--- src/rtl/cu_multicycle.sv ---
// -----------------------------------------------------------------------------
// cu_multicycle
//
// Multi-cycle control unit. Accepts one instruction at a time over a
// valid/ready handshake. It decodes ALU, LOAD and STORE instructions and
// drives operands, offset, opcode and mux selects to the datapath. It waits
// on the data memory and writes results back into an internal register file.
//
// Instruction fields, MSB to LSB:
//   type[2] rd[REG_BITS] rs1[REG_BITS] rs2[REG_BITS] offset[DATA_WIDTH] opcode[4]
//   type: 00 NOP, 01 ALU, 10 LOAD, 11 STORE
//
// Ports:
//   clk          clock; all state changes on the rising edge
//   rst          asynchronous active-low reset
//   instr        instruction word, sampled on accept
//   instr_valid  instruction present
//   instr_ready  high when the unit can accept an instruction (IDLE)
//   result2      write-back data (ALU result or memory read data)
//   mem_ready    data memory has completed its access (used in MEM_ACCESS only)
//   operand1     reg[rs1]
//   operand2     reg[rs2] for ALU, reg[rd] for LOAD/STORE
//   offset       instruction offset field
//   opcode       ALU opcode
//   sel1, sel3   datapath mux selects
//   w_r          data-memory write strobe (STORE, EXECUTE cycle only)
//   busy         state is not IDLE
//   done         one-cycle pulse on instruction retirement
//   reg_file     flattened register file, reg[0] in the LSBs
//
// Configuration macro:
//   CU_ZERO_REG_EN  when defined, reg[0] is hardwired to zero and write-backs
//                   to rd=0 are discarded (timing and done are unchanged).
// -----------------------------------------------------------------------------
module cu_multicycle #(
    parameter int DATA_WIDTH = 8,
    parameter int REG_BITS   = 2
) (
    input  logic                                    clk,
    input  logic                                    rst,
    input  logic [2+3*REG_BITS+DATA_WIDTH+4-1:0]    instr,
    input  logic                                    instr_valid,
    output logic                                    instr_ready,
    input  logic [DATA_WIDTH-1:0]                   result2,
    input  logic                                    mem_ready,
    output logic [DATA_WIDTH-1:0]                   operand1,
    output logic [DATA_WIDTH-1:0]                   operand2,
    output logic [DATA_WIDTH-1:0]                   offset,
    output logic [3:0]                              opcode,
    output logic                                    sel1,
    output logic                                    sel3,
    output logic                                    w_r,
    output logic                                    busy,
    output logic                                    done,
    output logic [(2**REG_BITS)*DATA_WIDTH-1:0]     reg_file
);

    localparam int INSTR_WIDTH = 2 + 3*REG_BITS + DATA_WIDTH + 4;
    localparam int REG_COUNT   = 2**REG_BITS;

    typedef enum logic [2:0] {
        IDLE,
        DECODE,
        EXECUTE,
        MEM_ACCESS,
        WRITE_BACK
    } state_t;

    typedef enum logic [1:0] {
        T_NOP   = 2'b00,
        T_ALU   = 2'b01,
        T_LOAD  = 2'b10,
        T_STORE = 2'b11
    } itype_t;

    state_t                  state, state_next;
    logic [INSTR_WIDTH-1:0]  instr_q;
    logic [DATA_WIDTH-1:0]   regs [REG_COUNT];

    itype_t                  itype;
    itype_t                  in_type;
    logic [REG_BITS-1:0]     rd, rs1, rs2;
    logic                    accept;
    logic                    done_next;
    logic                    wb_en;

    // Field decode of the latched instruction
    assign itype = itype_t'(instr_q[INSTR_WIDTH-1 -: 2]);
    assign rd    = instr_q[INSTR_WIDTH-3 -: REG_BITS];
    assign rs1   = instr_q[INSTR_WIDTH-3-REG_BITS -: REG_BITS];
    assign rs2   = instr_q[INSTR_WIDTH-3-2*REG_BITS -: REG_BITS];

    // The IDLE decision (NOP or not) is made from the incoming word, since
    // instr_q only captures it on the accepting edge.
    assign in_type = itype_t'(instr[INSTR_WIDTH-1 -: 2]);

    assign instr_ready = (state == IDLE);
    assign busy        = (state != IDLE);
    assign accept      = instr_valid && (state == IDLE);
    assign w_r         = (state == EXECUTE) && (itype == T_STORE);
    assign wb_en       = (state == WRITE_BACK);

    // Next-state and retirement logic
    always_comb begin
        state_next = state;
        done_next  = 1'b0;
        case (state)
            IDLE: begin
                if (accept) begin
                    if (in_type == T_NOP) begin
                        done_next = 1'b1;
                    end else begin
                        state_next = DECODE;
                    end
                end
            end
            DECODE: begin
                state_next = EXECUTE;
            end
            EXECUTE: begin
                state_next = (itype == T_ALU) ? WRITE_BACK : MEM_ACCESS;
            end
            MEM_ACCESS: begin
                if (mem_ready) begin
                    if (itype == T_LOAD) begin
                        state_next = WRITE_BACK;
                    end else begin
                        state_next = IDLE;
                        done_next  = 1'b1;
                    end
                end
            end
            WRITE_BACK: begin
                state_next = IDLE;
                done_next  = 1'b1;
            end
            default: begin
                state_next = IDLE;
            end
        endcase
    end

    always_ff @(posedge clk or negedge rst) begin
        if (!rst) begin
            state <= IDLE;
            done  <= 1'b0;
        end else begin
            state <= state_next;
            done  <= done_next;
        end
    end

    always_ff @(posedge clk or negedge rst) begin
        if (!rst) begin
            instr_q <= '0;
        end else if (accept) begin
            instr_q <= instr;
        end
    end

    // Datapath controls are captured on the edge leaving DECODE and held
    // until the next instruction reaches EXECUTE.
    always_ff @(posedge clk or negedge rst) begin
        if (!rst) begin
            operand1 <= '0;
            operand2 <= '0;
            offset   <= '0;
            opcode   <= 4'hF;
            sel1     <= 1'b0;
            sel3     <= 1'b0;
        end else if (state == DECODE) begin
            operand1 <= regs[rs1];
            operand2 <= (itype == T_ALU) ? regs[rs2] : regs[rd];
            offset   <= instr_q[4 +: DATA_WIDTH];
            opcode   <= instr_q[3:0];
            sel1     <= (itype == T_ALU);
            sel3     <= (itype != T_ALU);
        end
    end

    // Register file: reg[i] resets to i (reg[0] therefore resets to zero in
    // both build variants).
    always_ff @(posedge clk or negedge rst) begin
        if (!rst) begin
            for (int unsigned i = 0; i < REG_COUNT; i++) begin
                regs[i] <= DATA_WIDTH'(i);
            end
        end else if (wb_en) begin
`ifdef CU_ZERO_REG_EN
            if (rd != '0) begin
                regs[rd] <= result2;
            end
`else
            regs[rd] <= result2;
`endif
        end
    end

    always_comb begin
        reg_file = '0;
        for (int unsigned i = 0; i < REG_COUNT; i++) begin
            reg_file[i*DATA_WIDTH +: DATA_WIDTH] = regs[i];
        end
    end

endmodule
--- config.mk ---
export PLATFORM = sky130hd
export DESIGN_NAME = cu_multicycle
export DESIGN_NICKNAME = d
export VERILOG_FILES = /design/src/rtl/cu_multicycle.sv
export SDC_FILE = /design/constraint.sdc
export NUM_CORES = 1
export LEC_CHECK = 0
export CAP_MARGIN = 20
export CELL_PAD_IN_SITES_DETAIL_PLACEMENT = 0
export CELL_PAD_IN_SITES_GLOBAL_PLACEMENT = 1
export CORE_MARGIN = 2
export CORE_UTILIZATION = 45
export CTS_BUF_LIST = sky130_fd_sc_hd__clkbuf_8
export CTS_CLUSTER_DIAMETER = 50
export DETAILED_ROUTE_END_ITERATION = 10
export PLACE_DENSITY_LB_ADDON = 0.1
export SLEW_MARGIN = 15
export SYNTH_ARGS = -nofsm -noshare
export SYNTH_HDL_FRONTEND = slang
export SYNTH_SLANG_ARGS = --single-unit
--- constraint.sdc ---
create_clock -name clk -period 2.9 [get_ports clk]
set_input_delay 0.725 -clock clk [delete_from_list [all_inputs] [get_ports clk]]
set_output_delay 0.725 -clock clk [all_outputs]
set_load 0.1 [all_outputs]
==> results.json, run 1 <==
{
  "status": "complete, no violations",
  "synth_nets": 289,
  "synth.yosys.seq_area_share_pct": 54.1,
  "slowest_stage": "dfrtp_1",
  "dr_total_vias": 2551,
  "place_congestion": 0.763,
  "synth_seq_cells": 86,
  "cts.htree.levels": 3,
  "yosysMostFrequentCell": "dfrtp_1",
  "fmax_mhz": 407,
  "wl_mm": 8.98,
  "finalCritPeriodShare_pct": 84.7,
  "clockBufferDepth": 2,
  "crit_path_start_kind": "flop",
  "pin_count": 98,
  "insertion_delay_ps": 360,
  "hold_violations": 0,
  "rsz0062_at_grt": "no",
  "synth_mux_area_share_pct": 36.5,
  "critPathMaxStageDelay_ps": 550,
  "diodes": 0,
  "cts_root_buffer": "clkbuf_8",
  "cts_resized": 0,
  "die_y_um": 98.3,
  "tritoncts": "yes",
  "cts.sinks": 86,
  "dp_hpwl_mm": 6.13,
  "synth-xor-area-share_pct": 0,
  "rr_startpoint": "state[2]",
  "final.setup_skew_ps": 11.9,
  "ys_types": 35,
  "synth_top_family_by_area": "multiplexers",
  "grt_usage_pct": 19.1,
  "area_growth_pct": 28.6,
  "rows": 34,
  "start_util_pct": 46.1,
  "yosys_warnings": 0,
  "wire_per_inst_um": 19.2,
  "grt_pass1_wl_mm": 14.2,
  "ant_nets": 0,
  "die_w_um": 98.3,
  "syn_inst": 257,
  "drv_slew": 0,
  "drc": 0,
  "synthAdderAreaFrac_pct": 0,
  "drtIter0Drc": 138,
  "synthTopCellsByCount": "dfrtp_1, mux2_2, mux4_2, nand2_1",
  "portBuffers": 97,
  "synth_compound_area_share_pct": 2.19,
  "r2r-end": "reg_file[12]",
  "cts_buffers": 9,
  "grt_max_degree": 40,
  "period_minus_slack_ps": 2460,
  "cts.reportedPaths.clkPinSlew_ps": 100,
  "fin_setup_tns_ps": 0,
  "antenna_found_initial": 0,
  "end_kind": "primary output",
  "first_pass_iters": 4,
  "drive_above_1_share_pct": 56.0,
  "critPathRequiredTime_ps": 2170,
  "setup_viol": 0,
  "hold_class": "in -> async",
  "synth-edff-count": 0,
  "post_cts_buffers": 0,
  "tightest_slew_ps": 790,
  "rrSetupSlack_ps": 780,
  "slew_headroom_pct": 47.3,
  "cp_max_fo": 10,
  "syn_avg_cell_area_um2": 15.6,
  "vias_per_cell": 5.46,
  "arrival_ps": 1730,
  "synth.area.top_cells": "dfrtp_1, mux2_2, mux4_2",
  "netlist_area_mm2": 0.00400,
  "ctsHoldBuffers": 0,
  "grt_pass1_vias": 2506,
  "synthSimpleGateAreaFrac_pct": 4.82,
  "overflow": 0,
  "synth_ff_type": "dfrtp_1",
  "reg2reg_depth": 3,
  "cap_violations": 0,
  "yosysTopAreaCell": "dfrtp_1",
  "ys_async_sr_fraction_pct": 100,
  "dieArea_mm2": 0.00966,
  "fp.coreArea_mm2": 0.00868,
  "path_cells": "or2b_1 > nor3_2 > buf_4",
  "final_nets": 386,
  "path_class": "reg -> out",
  "synth_top_area_share_pct": 48.8
}
==> cell type report <==
cell class / instances / area, um^2
inverter: 2 / 7.51
multi-input combinational: 152 / 1760
sequential: 86 / 2160
timing repair buffer: 103 / 873
clock inverter: 7 / 80.1
fill: 716 / 3530
clock buffer: 9 / 124
tap: 108 / 135
==> worst max-delay path, delay by kind of cell, from the launching register on <==
family / cells / cell delay [ps]
buf+inv: 1 / 320
simple gates: 2 / 510
flops: 1 / 550
==> routing by layer <==
layer,routed length [um],vias up,GRT usage [%]
met3,663,8,5.65
met4,90,0,4.85
li1,-,1152,-
met2,4130,81,28.8
met1,4100,1310,27.5
met5,0,-,0
==> layout by cell type (no fill, tap or decap), types with 2 or more instances in the layout <==
master           instances
a21oi_1                  2
buf_12                   2
buf_4                   71
clkbuf_8                 9
clkdlybuf4s50_1         30
clkinvlp_4               2
dfrtp_1                 78
dfstp_2                  8
inv_1                    2
inv_6                    3
mux2_2                  64
mux2_4                   8
mux2i_1                  8
mux4_2                  24
nand2_1                 11
nand2b_1                 2
nor2_1                   6
nor3_2                   3
o21ai_0                  8
==> metrics by stage <==
step | utilization, % | std cells | setup slack (ps) | hold WS [ps] | cell area [um^2]
floorplan | - | 257 | -452 | 429 | 4010
global placement | 56.9 | 451 | 665 | 462 | 4940
detailed placement | 56.9 | 451 | 629 | 472 | 4940
CTS | 59.3 | 467 | 431 | 285 | 5140
global route | 59.3 | 467 | 338 | 294 | 5140
finish | 59.3 | 467 | 444 | 273 | 5140
==> cell families (layout without fill, tap and decap cells) <==
kind of cell | after synthesis | count (layout)
buffers and inverters | 19 | 121
muxes | 104 | 104
DFF | 86 | 86
AOI/OAI and AO/OA | 15 | 15
and+or+nand+nor | 33 | 33
==> worst max path at each step <==
stage          slack, ps           to        start  cells past startpoint
2_1_floorplan       -450         busy     state[2]                      3
3_3_place_gp         670  instr_q[14]  instr_valid                      4
3_5_place_dp         630   instr_q[9]  instr_valid                      4
4_1_cts              430          w_r     state[1]                      3
5_1_grt              340          w_r     state[1]                      3
6_report             440          w_r     state[1]                      3
==> registers in the layout, indices dropped and copies added, names as in the netlist <==
signal	flops
reg_file	32
operand1	8
operand2	8
sel3	1
instr_q	20
state	3
done	1
offset	8
opcode	4
sel1	1
Power of run 1 is not shown: default switching activity piles up to over one toggle a cycle in this logic, so the estimate is an artifact.
==> run 2, diff against run 1 <==
CORE_UTILIZATION = 42   (was 45)
clock period = 2.4 ns   (was 2.9 ns; I/O delays follow)
==> results.json, run 2 (same netlist as run 1, synthesis figures left out) <==
{
  "status": "complete, no violations",
  "diodes": 0,
  "grt_pass1_wl_mm": 14.4,
  "clockBufferDepth": 2,
  "place_congestion": 0.757,
  "r2r-end": "reg_file[13]",
  "setup_viol": 0,
  "dp_hpwl_mm": 6.37,
  "drv_slew": 0,
  "crit_path_start_kind": "flop",
  "drive_above_1_share_pct": 56.3,
  "cts.reportedPaths.clkPinSlew_ps": 80,
  "reg2reg_depth": 3,
  "fmax_mhz": 450,
  "die_w_um": 102,
  "grt_usage_pct": 18.8,
  "tritoncts": "yes",
  "grt_max_degree": 47,
  "cts_root_buffer": "clkbuf_8",
  "largest_reg_flops": 32,
  "critPathRequiredTime_ps": 1800,
  "dieArea_mm2": 0.0103,
  "dr_total_vias": 2569,
  "wl_mm": 9.08,
  "cts.sinks": 86,
  "final_common_cell": "dfrtp_1",
  "period_minus_slack_ps": 2220,
  "slew_headroom_pct": 47.5,
  "final_area_mm2": 0.00528,
  "cts.htree.levels": 3,
  "portBuffers": 97,
  "tightest_slew_ps": 787,
  "cts_resized": 0,
  "drc": 0,
  "dpl_cell_area_mm2": 0.00506,
  "ctsHoldBuffers": 0,
  "area_growth_pct": 32.0,
  "vias_per_cell": 5.19,
  "path_class": "reg -> out",
  "ant_nets": 0,
  "overflow": 0,
  "finalCritPeriodShare_pct": 92.7,
  "arrival_ps": 1620,
  "pin_count": 98,
  "most-common-layout-cells": "dfrtp_1, buf_4, mux2_2",
  "antenna_found_initial": 0,
  "critPathLaunch": "state[2]",
  "wire_per_inst_um": 18.3,
  "end_kind": "primary output",
  "drtIter0Drc": 58,
  "rrSetupSlack_ps": 440,
  "rows": 35,
  "hold_class": "in -> async",
  "dp.cells": 479,
  "place_ws_ps": 310,
  "grt_pass1_vias": 2619,
  "cap_violations": 0,
  "final_nets": 393,
  "cts_buffers": 9,
  "fp.coreArea_mm2": 0.00924,
  "fin_setup_tns_ps": 0,
  "die_y_um": 102,
  "hold_violations": 0,
  "start_util_pct": 43.3,
  "final.setup_skew_ps": 10.3,
  "rr_startpoint": "state[1]",
  "post_cts_buffers": 0,
  "rsz0062_at_grt": "no",
  "first_pass_iters": 4,
  "setup_slack_ps": 176,
  "layout.cells.non_filler": 495,
  "insertion_delay_ps": 350,
  "cp_max_fo": 8
}
[run 2: changes by cell type in the layout (fill, tap and decap cells not counted), sizes merged]
| cell | previous run | this run |
|---|---|---|
| clkinvlp | 2 | 0 |
| inv | 5 | 4 |
| buf | 73 | 80 |
| bufinv | 1 | 2 |
| clkbuf | 9 | 10 |
| clkinv | 1 | 2 |
[run 2: cell type report]
class / instances / area, um^2
Fill cell: 776 / 3960
Sequential cell: 86 / 2160
Multi-Input combinational cell: 152 / 1770
Timing Repair Buffer: 110 / 963
Tap cell: 129 / 161
Clock buffer: 10 / 138
Clock inverter: 6 / 77.6
Inverter: 2 / 7.51
[run 2: how the worst max path moves through the flow]
stage / cells past startpoint / endpoint
3_3_place_gp: 4 / instr_q[12]
6_report: 4 / w_r
2_1_floorplan: 3 / busy
3_5_place_dp: 4 / instr_q[2]
4_1_cts: 4 / w_r
5_1_grt: 4 / w_r
[run 2: critical path, cell delays in order (launching register included)]
cell,delay [ps]
dfrtp_1,380
buf_4,180
or2b_1,260
nor3_2,240
buf_12,210
[run 2: per-layer routing]
metal	wire length, um	share of wire [%]	vias up	global-route usage (%)
met5	0	0	-	0
met2	4520	50	72	30.6
met1	3970	44	1324	25.4
met4	131	1.4	0	5.72
met3	461	5.1	13	4.28
li1	-	-	1160	-
[run 2: metrics by stage]
stage,hold slack (ps),util (%)
2_1_floorplan,304,-
3_3_place_gp,462,54.8
3_5_place_dp,472,54.8
4_1_cts,108,57.1
5_1_grt,118,57.1
6_report,113,57.1
Power of run 2 is left out for the same reason.
